`src/rtl/game_pkg.sv`:
```
// Shared game constants: sprite geometry, spawn offset, dino band, LFSR seed/taps.
// Used by obstacle_field and cactus_rom.
package game_pkg;

  localparam int SMALL_W    = 12;
  localparam int SMALL_H    = 24;
  localparam int LARGE_W    = 20;
  localparam int LARGE_H    = 40;
  localparam int GROUND_TOP = 400;
  localparam int SPAWN_OFS  = 32;
  localparam int DINO_L     = 40;
  localparam int DINO_R     = 79;

  // Dino band expressed in slot-position units (screen column + SPAWN_OFS)
  localparam logic [10:0] DINO_LO_X = 11'(DINO_L + SPAWN_OFS);
  localparam logic [10:0] DINO_HI_X = 11'(DINO_R + SPAWN_OFS);

  localparam logic [15:0] LFSR_SEED = 16'hACE1;
  // Fibonacci taps 16,14,13,11 as zero-based bit indices
  localparam int TAP_A = 15;
  localparam int TAP_B = 13;
  localparam int TAP_C = 12;
  localparam int TAP_D = 10;

  typedef enum logic {ST_IDLE = 1'b0, ST_RUN = 1'b1} state_e;

  typedef struct packed {
    logic        act;
    logic [10:0] pos;
    logic        typ;
  } slot_t;

  function automatic logic [15:0] lfsr_step(input logic [15:0] s);
    return {s[14:0], s[TAP_A] ^ s[TAP_B] ^ s[TAP_C] ^ s[TAP_D]};
  endfunction

  function automatic logic [10:0] spr_w(input logic typ);
    return typ ? 11'(LARGE_W) : 11'(SMALL_W);
  endfunction

  function automatic logic [8:0] spr_top(input logic typ);
    return typ ? 9'(GROUND_TOP - LARGE_H) : 9'(GROUND_TOP - SMALL_H);
  endfunction

endpackage

```
`src/rtl/cactus_rom.sv`:
```
// Combinational cactus bitmaps; bit c of bits_o is sprite column c (leftmost = bit 0).
// Large rows only exist when OBSTACLE_LARGE_EN is defined.
module cactus_rom
  import game_pkg::*;
(
  input  logic        typ_i,
  input  logic [5:0]  row_i,
  output logic [19:0] bits_o
);

  localparam logic [19:0] S_TOP   = 20'h00060;
  localparam logic [19:0] S_TRUNK = 20'h000F0;
  localparam logic [19:0] S_ARMS  = 20'h00C03;
  localparam logic [19:0] S_JOIN  = 20'h00FFF;
`ifdef OBSTACLE_LARGE_EN
  localparam logic [19:0] L_TOP   = 20'h00F00;
  localparam logic [19:0] L_TRUNK = 20'h01F80;
  localparam logic [19:0] L_ARMS  = 20'hE0007;
  localparam logic [19:0] L_JOIN  = 20'hFFFFF;
`endif

  always_comb begin
    bits_o = '0;
    if (!typ_i) begin
      if (row_i == 6'd0)                bits_o = S_TOP;
      else if (row_i < 6'd6)            bits_o = S_TRUNK;
      else if (row_i < 6'd12)           bits_o = S_TRUNK | S_ARMS;
      else if (row_i < 6'd14)           bits_o = S_JOIN;
      else if (row_i < 6'(SMALL_H))     bits_o = S_TRUNK;
    end
`ifdef OBSTACLE_LARGE_EN
    else begin
      if (row_i == 6'd0)                bits_o = L_TOP;
      else if (row_i < 6'd10)           bits_o = L_TRUNK;
      else if (row_i < 6'd20)           bits_o = L_TRUNK | L_ARMS;
      else if (row_i < 6'd23)           bits_o = L_JOIN;
      else if (row_i < 6'(LARGE_H))     bits_o = L_TRUNK;
    end
`endif
  end

endmodule

```
`src/rtl/obstacle_field.sv`:
```
// Two-slot scrolling cactus field: spawn/retire on frame ticks, registered pixel and
// dino-proximity outputs. Define OBSTACLE_LARGE_EN to allow large cacti.
module obstacle_field
  import game_pkg::*;
#(
  parameter logic [10:0] SPAWN_X = 11'd672,
  parameter logic [5:0]  GAP_MIN = 6'd24
) (
  input  logic       clk,
  input  logic       rst,
  input  logic       fresh,
  input  logic       game_status,
  input  logic [3:0] speed,
  input  logic [8:0] row_addr,
  input  logic [9:0] col_addr,
  output logic       px,
  output logic       obs_near
);

  localparam int NSLOT = 2;

  state_e                state_q, state_d;
  logic                  fresh_q, gs_q;
  logic [15:0]           lfsr_q;
  slot_t [NSLOT-1:0]     slot_q, slot_d;
  logic [5:0]            gap_cnt_q, gap_cnt_d, gap_tgt_q, gap_tgt_d;
  logic                  px_q, px_d, near_q, near_d;

  logic                  tick, gs_rise, gs_fall, free_pre, spawn_idx, spawn_typ, near_any;
  logic [5:0]            gap_inc;
  logic [10:0]           spd11, x_pos;
  logic [NSLOT-1:0]      hit;

  assign tick    = fresh_q & ~fresh;
  assign gs_rise = game_status & ~gs_q;
  assign gs_fall = ~game_status & gs_q;
  assign spd11   = {7'd0, speed};

`ifdef OBSTACLE_LARGE_EN
  assign spawn_typ = lfsr_q[5];
`else
  assign spawn_typ = 1'b0;
`endif

  always_comb begin
    state_d   = state_q;
    slot_d    = slot_q;
    gap_cnt_d = gap_cnt_q;
    gap_tgt_d = gap_tgt_q;
    near_d    = near_q;
    near_any  = 1'b0;
    // Spawn eligibility uses occupancy before this tick's retires
    free_pre  = ~slot_q[0].act | ~slot_q[1].act;
    spawn_idx = slot_q[0].act;
    gap_inc   = (gap_cnt_q < gap_tgt_q) ? gap_cnt_q + 6'd1 : gap_cnt_q;

    case (state_q)
      ST_IDLE: begin
        if (gs_rise) begin
          state_d   = ST_RUN;
          slot_d    = '0;
          gap_cnt_d = '0;
          gap_tgt_d = GAP_MIN + 6'd16;
        end
      end
      ST_RUN: begin
        if (gs_fall) begin
          state_d = ST_IDLE;
        end else if (tick) begin
          for (int i = 0; i < NSLOT; i++) begin
            if (slot_q[i].act) begin
              if (slot_q[i].pos <= spd11) slot_d[i].act = 1'b0;
              else                        slot_d[i].pos = slot_q[i].pos - spd11;
            end
          end
          if (gap_inc == gap_tgt_q && free_pre) begin
            slot_d[spawn_idx].act = 1'b1;
            slot_d[spawn_idx].pos = SPAWN_X;
            slot_d[spawn_idx].typ = spawn_typ;
            gap_cnt_d             = '0;
            gap_tgt_d             = GAP_MIN + {1'b0, lfsr_q[4:0]};
          end else begin
            gap_cnt_d = gap_inc;
          end
        end
      end
      default: state_d = ST_IDLE;
    endcase

    for (int i = 0; i < NSLOT; i++) begin
      if (slot_d[i].act && slot_d[i].pos <= DINO_HI_X &&
          (slot_d[i].pos + spr_w(slot_d[i].typ) - 11'd1) >= DINO_LO_X)
        near_any = 1'b1;
    end
    if (tick) near_d = near_any;
  end

  // Pixel x in slot-position units so the box test never goes below zero
  assign x_pos = {1'b0, col_addr} + 11'(SPAWN_OFS);

  for (genvar i = 0; i < NSLOT; i++) begin : g_slot
    logic [10:0] dx, w;
    logic [8:0]  top;
    logic [5:0]  ry;
    logic [19:0] bits;
    logic        in_col, in_row;

    assign w      = spr_w(slot_q[i].typ);
    assign top    = spr_top(slot_q[i].typ);
    assign dx     = x_pos - slot_q[i].pos;
    assign in_col = (x_pos >= slot_q[i].pos) && (dx < w);
    assign in_row = (row_addr >= top) && (row_addr < 9'(GROUND_TOP));
    assign ry     = 6'(row_addr - top);

    cactus_rom u_rom (
      .typ_i  (slot_q[i].typ),
      .row_i  (ry),
      .bits_o (bits)
    );

    assign hit[i] = slot_q[i].act & in_col & in_row & bits[dx[4:0]];
  end

  assign px_d = |hit;

  always_ff @(posedge clk) begin
    if (rst) begin
      state_q   <= ST_IDLE;
      fresh_q   <= 1'b0;
      gs_q      <= 1'b0;
      lfsr_q    <= LFSR_SEED;
      slot_q    <= '0;
      gap_cnt_q <= '0;
      gap_tgt_q <= GAP_MIN + 6'd16;
      px_q      <= 1'b0;
      near_q    <= 1'b0;
    end else begin
      state_q   <= state_d;
      fresh_q   <= fresh;
      gs_q      <= game_status;
      lfsr_q    <= lfsr_step(lfsr_q);
      slot_q    <= slot_d;
      gap_cnt_q <= gap_cnt_d;
      gap_tgt_q <= gap_tgt_d;
      px_q      <= px_d;
      near_q    <= near_d;
    end
  end

  assign px       = px_q;
  assign obs_near = near_q;

endmodule

```
`config.mk`:
```
export PLATFORM = sky130hd
export DESIGN_NAME = obstacle_field
export DESIGN_NICKNAME = d
export VERILOG_FILES = /design/src/rtl/game_pkg.sv /design/src/rtl/cactus_rom.sv /design/src/rtl/obstacle_field.sv
export SDC_FILE = /design/constraint.sdc
export NUM_CORES = 1
export LEC_CHECK = 0
export ABC_AREA = 1
export BUFFER_PORTS_ARGS = -buffer_cell sky130_fd_sc_hd__buf_2
export CAP_MARGIN = 20
export CELL_PAD_IN_SITES_DETAIL_PLACEMENT = 0
export CELL_PAD_IN_SITES_GLOBAL_PLACEMENT = 2
export CORE_ASPECT_RATIO = 0.5
export CORE_MARGIN = 5
export CORE_UTILIZATION = 35
export DETAILED_ROUTE_END_ITERATION = 7
export PLACE_DENSITY = 0.88
export SYNTH_ARGS = -nofsm -noshare
export SYNTH_HDL_FRONTEND = slang
export SYNTH_HIERARCHICAL = 1
export SYNTH_SLANG_ARGS = --single-unit
```
`constraint.sdc`:
```
create_clock -name clk -period 4.1 [get_ports clk]
set_clock_uncertainty 0.15 [all_clocks]
set_input_delay 0.82 -clock clk [delete_from_list [all_inputs] [get_ports clk]]
set_output_delay 0.82 -clock clk [all_outputs]
set_load 0.01 [all_outputs]
```
==> metrics.md <==
| Metric | Value |
|---|---|
| Tcrit/Tclk final | between 80 and 90% |
| Sequential share of power | roughly 32% |
| CP Buf/Inv Count | 3 |
| Hold Buf Count CTS | 0 |
| Root Driver | clkbuf_16 |
| Sequential area share after synthesis | 19.6% |
| GR Util met3 | under 10% |
| Max Cap Viol | 0 |
| GRT Max-Usage Layer | met2 |
| Multi-input gate area | between 4000 and 5000 µm² |
| Largest net degree at the start of global routing | 50 |
| Mean area per synthesized cell | roughly 6.4 µm² |
| Worst reg2reg startpoint | gap_cnt_q[3] |
| Die area | 20100 µm² |
| Die H | 103 µm |
| Clock share of power | around 37% |
| # H-tree levels | 3 |
| Rows | 33 |
| M2 GR Usage | a little over a quarter |
| Critical path endpoint category | flip-flop |
| Met1 usage | 22.2% |
| RSZ-0062 raised after global routing | false |
| R2R Setup Slk | between 0.6 and 0.7 ns |
| FF/Latch Area | 1180 µm² |
| Critical path's largest stage delay | around 0.40 ns |
| Clock sink total | 59 |
| Yosys reg bits | a little under 60 |
| Worst path arrival time | between 3 and 4 ns |
| Initial antenna violation count | 0 |
| Buffers on Ports | 28 |
| Via Count | approximately 5700 |
| Critical path's slowest cell | fa_1 |
| GP Congestion | roughly 0.86 |
| Vias in the first global route | about 5400 |
| Clock transition at path regs | 0.06 ns |
| Hold path depth | 1 |
| Clock buffer depth | 2 |
| Detailed-router iteration count before antenna repair | 5 |
| Setup Viol. Count Final | 0 |
| DRT iter0 DRCs | 295 |
| Pwr per Cell Area | between 200 and 300 nW/µm² |
| Pint | ~1.2 mW |
| Num ports | 29 |
| Worst-Margin Slew | 0.592 ns |
| Leak | roughly 3 nW |
| Crit path required time | between 4 and 5 ns |
| FF-to-FF path depth | 22 |
| Hold endpoint | lfsr_q[15] |
| GRT Total Usage | approximately 16% |
| Reg2reg end | obs_near |
| Later-pin clock latency in the skew report | approximately 0.34 ns |
| Peak VDD IR | approximately 0.15 mV |
| DRC | 0 |
| Layout Nets | approximately 1000 |
| Critical path launch point type | input port |
| Postcts setup bufs | 0 |
| Die width | 196 µm |
| Net switching power | a little over 700 µW |
| Worst hold slack | around 0.26 ns |
| Setup TNS | 0 ns |
| Syn-to-layout area delta | 8.72% |
| Kind of critical path | in2reg |
| Total grt overflow | 0 |
| Global-route wire length before repair | approximately 26000 µm |
| Core area | 16600 µm² |
| CTS tree | yes |
| Post-cts resize count | 0 |
| Mapped cell area | 6030 µm² |
| Cells after Synth | ~940 |
| Cell variety after synth | between 40 and 50 |
| Minimum clock period | 3.50 ns |
| Worst slew margin | between 60 and 70% |
| Hold Violations, Final | 0 |
| Hold_sp | lfsr_q[14] |
| Slew Limit Fails | 0 |
| Synthesis warning total | 6 |
| Sw Share | a little over a third |
| DP HPWL | 12300 µm |
| CTS Buf Count | 9 |
| Outcome | finished clean |
| Crit Path Max Fanout | 3 |
| Layout cell share with drive strength beyond 1 | between 10 and 15% |
| Final WL | 15800 µm |
| Comb pwr share | 30.8% |
| Antenna Violating Nets Remaining | 0 |
| F_max | 285 MHz |
| Starting Density | between 30% and 40% |
| Min-Delay Path Class | reg2reg |
| Worst path cell trace | buf_2, inv_1, ha_1, inv_1, fa_1, a21oi_1, o21bai_1, xor2_1, ha_1, a211oi_1, o211ai_1, a311oi_1, nand3_1, nor4_1, nand3_1, a21oi_1 |
| Fillers | 1801 |
| Routed length per instance | approximately 13 µm |
| CP delay by family, top | compound AO/OA/AOI/OAI gates |
| DR vias/cell | approximately 4.8 |
-- power by group through the flow --
| stage | clock [mW] | sequential, mW | combinational [mW] |
|---|---|---|---|
| after detailed placement | 0 | 0.641 | 0.602 |
| after global routing | 0.769 | 0.632 | 0.697 |
| after CTS | 0.748 | 0.628 | 0.606 |
| after floorplan | 0 | 0.631 | 0.487 |
| after global placement | 0 | 0.640 | 0.598 |
| final | 0.728 | 0.629 | 0.602 |
-- flip-flops by register name, summed over array words and instances (netlist names) --
signal / flops
fresh_q: 1
gap_cnt_q: 6
gap_tgt_q: 6
gs_q: 1
lfsr_q: 16
obs_near: 1
px: 1
slot_q: 25
spawn_idx: 1
state_q: 1
-- synth_stat cells (all sizes together) --
master	instances	area share (%)
nand2	207	14
inv	125	7.8
nor2	112	7.8
a21oi	82	7.1
nand3	73	6.9
dfxtp	59	20
ha	47	9.8
o21ai	38	3.2
buf	35	4.2
xor2	30	4.4
clkbuf	16	1.0
nand4	13	1.6
clkinv	9	0.56
nor3	9	0.75
a32o	8	1.3
or2	8	0.83
o211ai	7	0.87
xnor2	7	1.0
fa	6	2.0
a211oi	5	0.62
o21bai	5	0.62
and2	4	0.41
nand3b	4	0.50
nor3b	4	0.58
nor4	3	0.31
a21boi	2	0.25
a22oi	2	0.25
a311oi	2	0.29
a31oi	2	0.21
and3	2	0.21
conb	2	0.12
o2111ai	2	0.29
o21a	2	0.25
a21o	1	0.12
a221o	1	0.17
a32oi	1	0.15
o31ai	1	0.12
-- routing by layer --
| metal | share of wire (%) | vias to the layer above |
|---|---|---|
| li1 | - | 3033 |
| met1 | 51 | 2534 |
| met2 | 43 | 100 |
| met3 | 4.3 | 12 |
| met4 | 1.0 | 0 |
| met5 | 0 | - |
-- logic make-up after synthesis --
family | after synthesis | synth area share (%)
adder cells (fa/ha/maj) | 53 | 11.7
AO/OA/AOI/OAI | 161 | 15.8
other | 2 | 0.125
buffers and inverters | 185 | 13.6
AND/OR/NAND/NOR | 439 | 33.8
XOR/XNOR | 37 | 5.37
flip-flops | 59 | 19.6
-- cells in the final DEF, fill, tap and decap left out, drive strengths merged --
| cell | n |
|---|---|
| nor3b | 4 |
| nor4 | 3 |
| xor2 | 30 |
| dfxtp | 59 |
| a21oi | 82 |
| a32o | 8 |
| o21ai | 38 |
| nand4 | 13 |
| a31oi | 2 |
| nand3b | 4 |
| o21a | 2 |
| a32oi | 1 |
| clkinv | 12 |
| o2111ai | 2 |
| ha | 47 |
| o31ai | 1 |
| a311oi | 2 |
| nand3 | 73 |
| and3 | 2 |
| conb | 16 |
| nand2 | 207 |
| nor2 | 112 |
| a21o | 1 |
| diode | 1 |
| a211oi | 5 |
| nor3 | 9 |
| a21boi | 2 |
| o21bai | 5 |
| or2 | 8 |
| inv | 127 |
| fa | 6 |
| a22oi | 2 |
| buf | 38 |
| and2 | 4 |
| xnor2 | 7 |
| a221o | 1 |
| clkbuf | 9 |
| o211ai | 7 |
| clkinvlp | 2 |
-- cell type report --
type	instances	share of cell area, %
multi-input combinational	706	62.3
sequential	59	18.0
inverter	134	7.67
tap	227	4.33
clock buffer	9	3.44
timing repair buffer	38	3.28
clock inverter	7	0.935
antenna	1	0.0382
-- how the worst max path moves through the flow --
| stage | start | to | slack [ns] | cells after the start |
|---|---|---|---|---|
| floorplan | col_addr[0] | px | 0.60 | 17 |
| global placement | col_addr[0] | px | 0.26 | 18 |
| detailed placement | col_addr[0] | px | 0.20 | 18 |
| CTS | col_addr[0] | px | 0.55 | 18 |
| global route | col_addr[0] | px | 0.24 | 18 |
| finish | col_addr[0] | px | 0.60 | 16 |
-- stage by stage --
step / std cells / setup WS [ns] / util (%) / total power [mW] / instance area [µm²]
after floorplan: 950 / 0.605 / - / 1.12 / 6080
after global placement: 1164 / 0.260 / 37.7 / 1.24 / 6270
after detailed placement: 1164 / 0.199 / 37.7 / 1.24 / 6270
after CTS: 1180 / 0.555 / 39.4 / 1.98 / 6550
after global routing: 1180 / 0.245 / 39.4 / 2.10 / 6550
final: 1181 / 0.596 / 39.4 / 1.96 / 6560
Power figures use the tool's default switching activity.
